File: config.mk
export PLATFORM = sky130hd
export DESIGN_NAME = axi_lite_dbg_master
export DESIGN_NICKNAME = d
export VERILOG_FILES = /design/src/rtl/picorv32_soc_pkg.sv /design/src/rtl/axi_lite_dbg_master.sv
export SDC_FILE = /design/constraint.sdc
export NUM_CORES = 1
export LEC_CHECK = 0
export ABC_AREA = 1
export BUFFER_PORTS_ARGS = -buffer_cell sky130_fd_sc_hd__buf_2
export CAP_MARGIN = 25
export CORE_ASPECT_RATIO = 1.75
export CORE_MARGIN = 2
export CORE_UTILIZATION = 39
export DETAILED_ROUTE_END_ITERATION = 7
export PLACE_DENSITY = 0.75
export SLEW_MARGIN = 20
export SYNTH_ARGS = -nofsm -noshare
export SYNTH_HDL_FRONTEND = slang
export SYNTH_SLANG_ARGS = --single-unit
File: constraint.sdc
create_clock -name clk -period 3.45 [get_ports clk]
set_clock_uncertainty 0.2 [all_clocks]
set_input_delay 0.69 -clock clk [delete_from_list [all_inputs] [get_ports clk]]
set_output_delay 0.69 -clock clk [all_outputs]
set_load 0.01 [all_outputs]
File: src/rtl/picorv32_soc_pkg.sv
// Shared SoC constants: debug-bridge opcodes and status, FSM state encoding, AXI RESP codes.
package picorv32_soc_pkg;

    localparam logic [7:0] DBG_OPC_WRITE  = 8'h01;
    localparam logic [7:0] DBG_OPC_READ   = 8'h02;
    localparam logic [7:0] DBG_STAT_ERROR = 8'hFF;

    localparam logic [1:0] AXI_RESP_OKAY   = 2'b00;
    localparam logic [1:0] AXI_RESP_EXOKAY = 2'b01;
    localparam logic [1:0] AXI_RESP_SLVERR = 2'b10;
    localparam logic [1:0] AXI_RESP_DECERR = 2'b11;

    typedef enum logic [3:0] {
        ST_IDLE,
        ST_ADDR,
        ST_DATA,
        ST_WR_REQ,
        ST_WR_RESP,
        ST_RD_REQ,
        ST_RD_RESP,
        ST_TX_STAT,
        ST_TX_DATA
    } dbg_state_e;

endpackage

File: src/rtl/axi_lite_dbg_master.sv
// Byte-stream debug bridge: decodes read/write command frames into single AXI-lite
// transactions and returns a status byte (plus read data) on the response stream.
module axi_lite_dbg_master
    import picorv32_soc_pkg::*;
#(
    parameter int unsigned AXI_ADDR_BW_p = 32,
    parameter int unsigned AXI_DATA_BW_p = 32
) (
    input  logic                     clk,
    input  logic                     rst_n,

    input  logic [7:0]               i_rx_data,
    input  logic                     i_rx_valid,
    output logic                     o_rx_ready,

    output logic [7:0]               o_tx_data,
    output logic                     o_tx_valid,
    input  logic                     i_tx_ready,

    output logic [AXI_ADDR_BW_p-1:0] o_axi_awaddr,
    output logic                     o_axi_awvalid,
    output logic [2:0]               o_axi_awprot,
    input  logic                     i_axi_awready,
    output logic [AXI_DATA_BW_p-1:0] o_axi_wdata,
    output logic [3:0]               o_axi_wstrb,
    output logic                     o_axi_wvalid,
    input  logic                     i_axi_wready,
    input  logic [1:0]               i_axi_bresp,
    input  logic                     i_axi_bvalid,
    output logic                     o_axi_bready,
    output logic [AXI_ADDR_BW_p-1:0] o_axi_araddr,
    output logic                     o_axi_arvalid,
    output logic [2:0]               o_axi_arprot,
    input  logic                     i_axi_arready,
    input  logic [AXI_DATA_BW_p-1:0] i_axi_rdata,
    input  logic [1:0]               i_axi_rresp,
    input  logic                     i_axi_rvalid,
    output logic                     o_axi_rready,

    output logic                     o_busy
);

    localparam int unsigned FRAME_W = 32;

    dbg_state_e         state_q;
    logic [1:0]         cnt_q;
    logic               is_rd_q;
    logic [FRAME_W-1:0] addr_q;
    logic [FRAME_W-1:0] wdata_q;
    logic [FRAME_W-1:0] rdata_q;
    logic               rx_ready_q;
    logic [7:0]         tx_data_q;
    logic               tx_valid_q;
    logic               awvalid_q;
    logic               wvalid_q;
    logic               bready_q;
    logic               arvalid_q;
    logic               rready_q;
    logic               busy_q;

    logic rx_fire_c;
    logic tx_fire_c;
    logic aw_ok_c;
    logic w_ok_c;

    assign rx_fire_c = i_rx_valid && rx_ready_q;
    assign tx_fire_c = tx_valid_q && i_tx_ready;
    // A channel counts as complete once its valid has dropped or it handshakes this edge.
    assign aw_ok_c   = !awvalid_q || i_axi_awready;
    assign w_ok_c    = !wvalid_q  || i_axi_wready;

    // Frame decode, AXI sequencing and response serialisation; every output is registered.
    always_ff @(posedge clk or negedge rst_n) begin
        if (!rst_n) begin
            state_q    <= ST_IDLE;
            cnt_q      <= 2'd0;
            is_rd_q    <= 1'b0;
            addr_q     <= '0;
            wdata_q    <= '0;
            rdata_q    <= '0;
            rx_ready_q <= 1'b1;
            tx_data_q  <= 8'h00;
            tx_valid_q <= 1'b0;
            awvalid_q  <= 1'b0;
            wvalid_q   <= 1'b0;
            bready_q   <= 1'b0;
            arvalid_q  <= 1'b0;
            rready_q   <= 1'b0;
            busy_q     <= 1'b0;
        end else begin
            case (state_q)
                ST_IDLE: begin
                    if (rx_fire_c) begin
                        busy_q <= 1'b1;
                        cnt_q  <= 2'd0;
                        if (i_rx_data == DBG_OPC_WRITE || i_rx_data == DBG_OPC_READ) begin
                            is_rd_q <= (i_rx_data == DBG_OPC_READ);
                            state_q <= ST_ADDR;
                        end else begin
                            is_rd_q    <= 1'b0;
                            rx_ready_q <= 1'b0;
                            tx_data_q  <= DBG_STAT_ERROR;
                            tx_valid_q <= 1'b1;
                            state_q    <= ST_TX_STAT;
                        end
                    end
                end
                ST_ADDR: begin
                    if (rx_fire_c) begin
                        // Little-endian: each new byte enters at the top and shifts down.
                        addr_q <= {i_rx_data, addr_q[FRAME_W-1:8]};
                        cnt_q  <= cnt_q + 2'd1;
                        if (cnt_q == 2'd3) begin
                            if (is_rd_q) begin
                                rx_ready_q <= 1'b0;
                                arvalid_q  <= 1'b1;
                                state_q    <= ST_RD_REQ;
                            end else begin
                                state_q <= ST_DATA;
                            end
                        end
                    end
                end
                ST_DATA: begin
                    if (rx_fire_c) begin
                        wdata_q <= {i_rx_data, wdata_q[FRAME_W-1:8]};
                        cnt_q   <= cnt_q + 2'd1;
                        if (cnt_q == 2'd3) begin
                            rx_ready_q <= 1'b0;
                            awvalid_q  <= 1'b1;
                            wvalid_q   <= 1'b1;
                            state_q    <= ST_WR_REQ;
                        end
                    end
                end
                ST_WR_REQ: begin
                    if (awvalid_q && i_axi_awready) awvalid_q <= 1'b0;
                    if (wvalid_q && i_axi_wready)   wvalid_q  <= 1'b0;
                    if (aw_ok_c && w_ok_c) begin
                        bready_q <= 1'b1;
                        state_q  <= ST_WR_RESP;
                    end
                end
                ST_WR_RESP: begin
                    if (i_axi_bvalid) begin
                        bready_q   <= 1'b0;
                        tx_data_q  <= {6'b0, i_axi_bresp};
                        tx_valid_q <= 1'b1;
                        state_q    <= ST_TX_STAT;
                    end
                end
                ST_RD_REQ: begin
                    if (i_axi_arready) begin
                        arvalid_q <= 1'b0;
                        rready_q  <= 1'b1;
                        state_q   <= ST_RD_RESP;
                    end
                end
                ST_RD_RESP: begin
                    if (i_axi_rvalid) begin
                        rready_q   <= 1'b0;
                        rdata_q    <= FRAME_W'(i_axi_rdata);
                        tx_data_q  <= {6'b0, i_axi_rresp};
                        tx_valid_q <= 1'b1;
                        state_q    <= ST_TX_STAT;
                    end
                end
                ST_TX_STAT: begin
                    if (tx_fire_c) begin
                        if (is_rd_q) begin
                            tx_data_q <= rdata_q[7:0];
                            cnt_q     <= 2'd0;
                            state_q   <= ST_TX_DATA;
                        end else begin
                            tx_valid_q <= 1'b0;
                            rx_ready_q <= 1'b1;
                            busy_q     <= 1'b0;
                            state_q    <= ST_IDLE;
                        end
                    end
                end
                ST_TX_DATA: begin
                    if (tx_fire_c) begin
                        cnt_q   <= cnt_q + 2'd1;
                        rdata_q <= {8'h00, rdata_q[FRAME_W-1:8]};
                        if (cnt_q == 2'd3) begin
                            tx_valid_q <= 1'b0;
                            rx_ready_q <= 1'b1;
                            busy_q     <= 1'b0;
                            state_q    <= ST_IDLE;
                        end else begin
                            tx_data_q <= rdata_q[15:8];
                        end
                    end
                end
                default: begin
                    state_q <= ST_IDLE;
                end
            endcase
        end
    end

    assign o_rx_ready    = rx_ready_q;
    assign o_tx_data     = tx_data_q;
    assign o_tx_valid    = tx_valid_q;
    assign o_axi_awaddr  = AXI_ADDR_BW_p'(addr_q);
    assign o_axi_awvalid = awvalid_q;
    assign o_axi_awprot  = 3'b000;
    assign o_axi_wdata   = AXI_DATA_BW_p'(wdata_q);
    assign o_axi_wstrb   = 4'hF;
    assign o_axi_wvalid  = wvalid_q;
    assign o_axi_bready  = bready_q;
    assign o_axi_araddr  = AXI_ADDR_BW_p'(addr_q);
    assign o_axi_arvalid = arvalid_q;
    assign o_axi_arprot  = 3'b000;
    assign o_axi_rready  = rready_q;
    assign o_busy        = busy_q;

endmodule
==> results.cfg <==
[timing]
post-route-min-period_ps = 2500
fmax_ghz = 0.400
finalSetupViolCount = 0
rsz0062_at_grt = no
hold_viol = 0
slew_headroom_pct = 48.8
report.final.slew_viol_count = 0
tns_ps = 0
worst_pin_slew_ps = 765
fin_crit_sh_pct = 72.5

[pwr]
peakVddDrop_uv = 537
p_leak_uw = 0.00381
p_switching_uw = 2760
internal_power_uw = 4280
swShare_pct = 39.2
clockPowerShare_pct = 27.1
p_per_area_nw_per_um2 = 1010
seqPwrFrac_pct = 34.9
comb_power_share_pct = 38.0

[cells_and_area]
nNetsFinal = 863
n_antenna_cell = 0
drive_gt1_share_pct = 27.7
multiInputGateArea_sq_um = 2050
fillers = 1412
design_area_sq_um = 7000
ff_latch_area_sq_um = 2980
syn2layout_area_growth_pct = 23.4

[die]
design.core.area_sq_um = 14300
row_count = 58
die_h_microns = 163
ioPinCount = 175
dieArea_sq_um = 15500
initial_core_util_pct = 39.6
die-width_microns = 95.1

[yosys]
synthCells = 680
yosysWarnings = 0
postSynthAreaPerCell_sq_um = 8.33
synth_cell_type_count = 30
synthArstFlopShare_pct = 100
ys_seq_elements = 119
yosysTopAreaCellShare_pct = 52.1
synth.most_common_cell = nand2_1
yosysTopAreaCell = dfrtp_1
syn-cell-area_sq_um = 5670
ys.flop_type = dfrtp_1
synth_edf_count = 0
synth-seq-area-share_pct = 52.6
synth.top_cells.by_count = nand2_1 (206), dfrtp_1 (118), o21ai_0 (82)
yosys-top-cells-area = dfrtp_1 (52%), nand2_1 (14%), o21ai_0 (7.2%), buf_4 (6.1%), nand3_1 (4.9%)

[worst_setup_path]
crit_path_cell_trace = inv_1 -> nor2_2 -> nand2_1 -> nand2_1 -> nand3_2 -> inv_2 -> nand3_1 -> o21a_1
regToRegEndpoint = rdata_q[3]$_DFFE_PN0P_
endpoint_kind = register
r2r_cells = 8
r2r_slack_ps = 950
crit_slowest_cell = inv_2
worst_path_dominant_cell_family = simple AND/OR/NAND/NOR gates
cp.buffers_inverters = 2
required_ps = 3550
rr_startpoint = state_q[2]$_DFFE_PN0P_
slowest_delay_ps = 600
critPathKind = reg -> reg
cp.arrival_ps = 2600
crit_top_cell = nand2_1
start_kind = register
critPathMaxFanout = 50

[global_routing]
grt_max_degree = 57
grt.total_usage_pct = 18.6
grt_pass1_wl_mm = 22.8
grt_antenna_before_repair = 0
grt_pass1_vias = 4661
grt-ovfl-total = 0

[clocking]
numCtsBuffers = 17
cts_tree = done
clock-sinks = 119
clkTransAtPathRegs_ps = 60
clk_latency_ps = 400
post_cts_resized = 0
ctsRootBufferMaster = clkbuf_16
cts_setup_buffers = 0
clk_path_buf_depth = 2
ctsHoldBuffers = 0
cts.htree.levels = 4

[route]
wl_mm = 14.2
wl_per_cell_microns = 14.1
drt_iter0_drc = 208
dr.pass1.iters = 5
drtAntennaViolNets = 0
via_count = 4925
viasPerCell = 4.92
drc_errors = 0

[place]
place_area_sq_um = 6360
dp_hpwl_mm = 10.3
gp_congestion = 0.913
port_buffers = 164

[worst_hold_path]
hp-class = in -> async

[run]
drv_cap = 0

[run_status]
outcome = complete, no violations
==> worst reg2reg max path: stages (launching register included) <==
cell and delay (ps):
dfrtp_1 440, inv_1 110, nor2_2 310, nand2_1 100, nand2_1 80, nand3_2 230
inv_2 600, nand3_1 180, o21a_1 140
==> layout make-up <==
| class | instances | area share, % |
|---|---|---|
| inverters | 60 | 3.22 |
| flip-flops and latches | 119 | 42.6 |
| repair buffers | 170 | 12.6 |
| well taps | 180 | 3.22 |
| multi-input cells | 441 | 29.3 |
| clock buffers | 18 | 6.28 |
| clock inverters | 14 | 2.83 |
==> flip-flops by register name, indices dropped and copies added (netlist names) <==
register and count:
o_axi_araddr 32, o_axi_wdata 32, rdata_q 32, o_tx_data 8
state_q 4, cnt_q 2, is_rd_q 1, o_axi_arvalid 1
o_axi_awvalid 1, o_axi_bready 1, o_axi_rready 1, o_axi_wvalid 1
o_busy 1, o_rx_ready 1, o_tx_valid 1
==> stage by stage <==
stage / util, % / power, uW / cells / setup WS (ps) / hold WS (ps)
final: 48.9 / 7040 / 1002 / 950 / 73.1
after global routing: 48.9 / 7620 / 1002 / 606 / 103
after global placement: 44.5 / 5080 / 970 / 981 / 253
after detailed placement: 44.5 / 5170 / 970 / 959 / 259
after CTS: 48.9 / 7100 / 1002 / 954 / 86.2
after floorplan: - / 4370 / 688 / 1500 / 194
==> worst max path at each step <==
stage,start,to,slack (ps),cells past startpoint
finish,state_q[2]$_DFFE_PN0P_,rdata_q[3]$_DFFE_PN0P_,950,8
global route,state_q[2]$_DFFE_PN0P_,rdata_q[20]$_DFFE_PN0P_,610,8
CTS,state_q[2]$_DFFE_PN0P_,rdata_q[5]$_DFFE_PN0P_,950,8
detailed placement,i_rx_valid,o_axi_araddr[20]$_DFFE_PN0P_,960,7
global placement,state_q[2]$_DFFE_PN0P_,rdata_q[4]$_DFFE_PN0P_,980,8
floorplan,i_rx_valid,o_axi_araddr[2]$_DFFE_PN0P_,1500,5
==> layer usage <==
| metal | up-vias | share of wire, % | GRT usage (%) |
|---|---|---|---|
| met4 | 0 | 2.2 | 6.59 |
| met2 | 202 | 53 | 33.4 |
| li1 | 2390 | - | - |
| met5 | - | 0 | 0 |
| met3 | 26 | 6.2 | 4.52 |
| met1 | 2307 | 39 | 21.1 |
==> cell usage in the layout (no fill, tap or decap), drive strengths merged, types with 2 or more instances in the layout <==
master	count
nand2	209
buf	170
dfrtp	118
o21ai	84
inv	62
nand3	56
nor2	34
clkbuf	18
a21oi	14
o211ai	10
conb	10
mux2	9
o21a	6
clkinv	6
bufinv	4
nand4	2
clkinvlp	2
==> power groups by stage <==
stage               Sequential [uW]  Clock [uW]  Combinational [uW]
global route                   2550        1990                3080
detailed placement             2480           0                2690
global placement               2460           0                2620
finish                         2460        1900                2680
CTS                            2470        1930                2710
floorplan                      2600           0                1770
==> cell families (layout without fill, tap and decap cells) <==
logic type      count (synthesis)  in the layout  synth area share, %
mux                             9              9                 1.79
simple gates                  305            305                 22.3
xor+xnor                        1              1                0.155
flops                         119            119                 52.6
compound gates                115            115                 11.0
other cells                     2             10                0.133
fa+ha+maj                       1              1                0.221
buf+inv                       128            262                 11.9
Note: power is estimated with default switching activity, not from simulation.
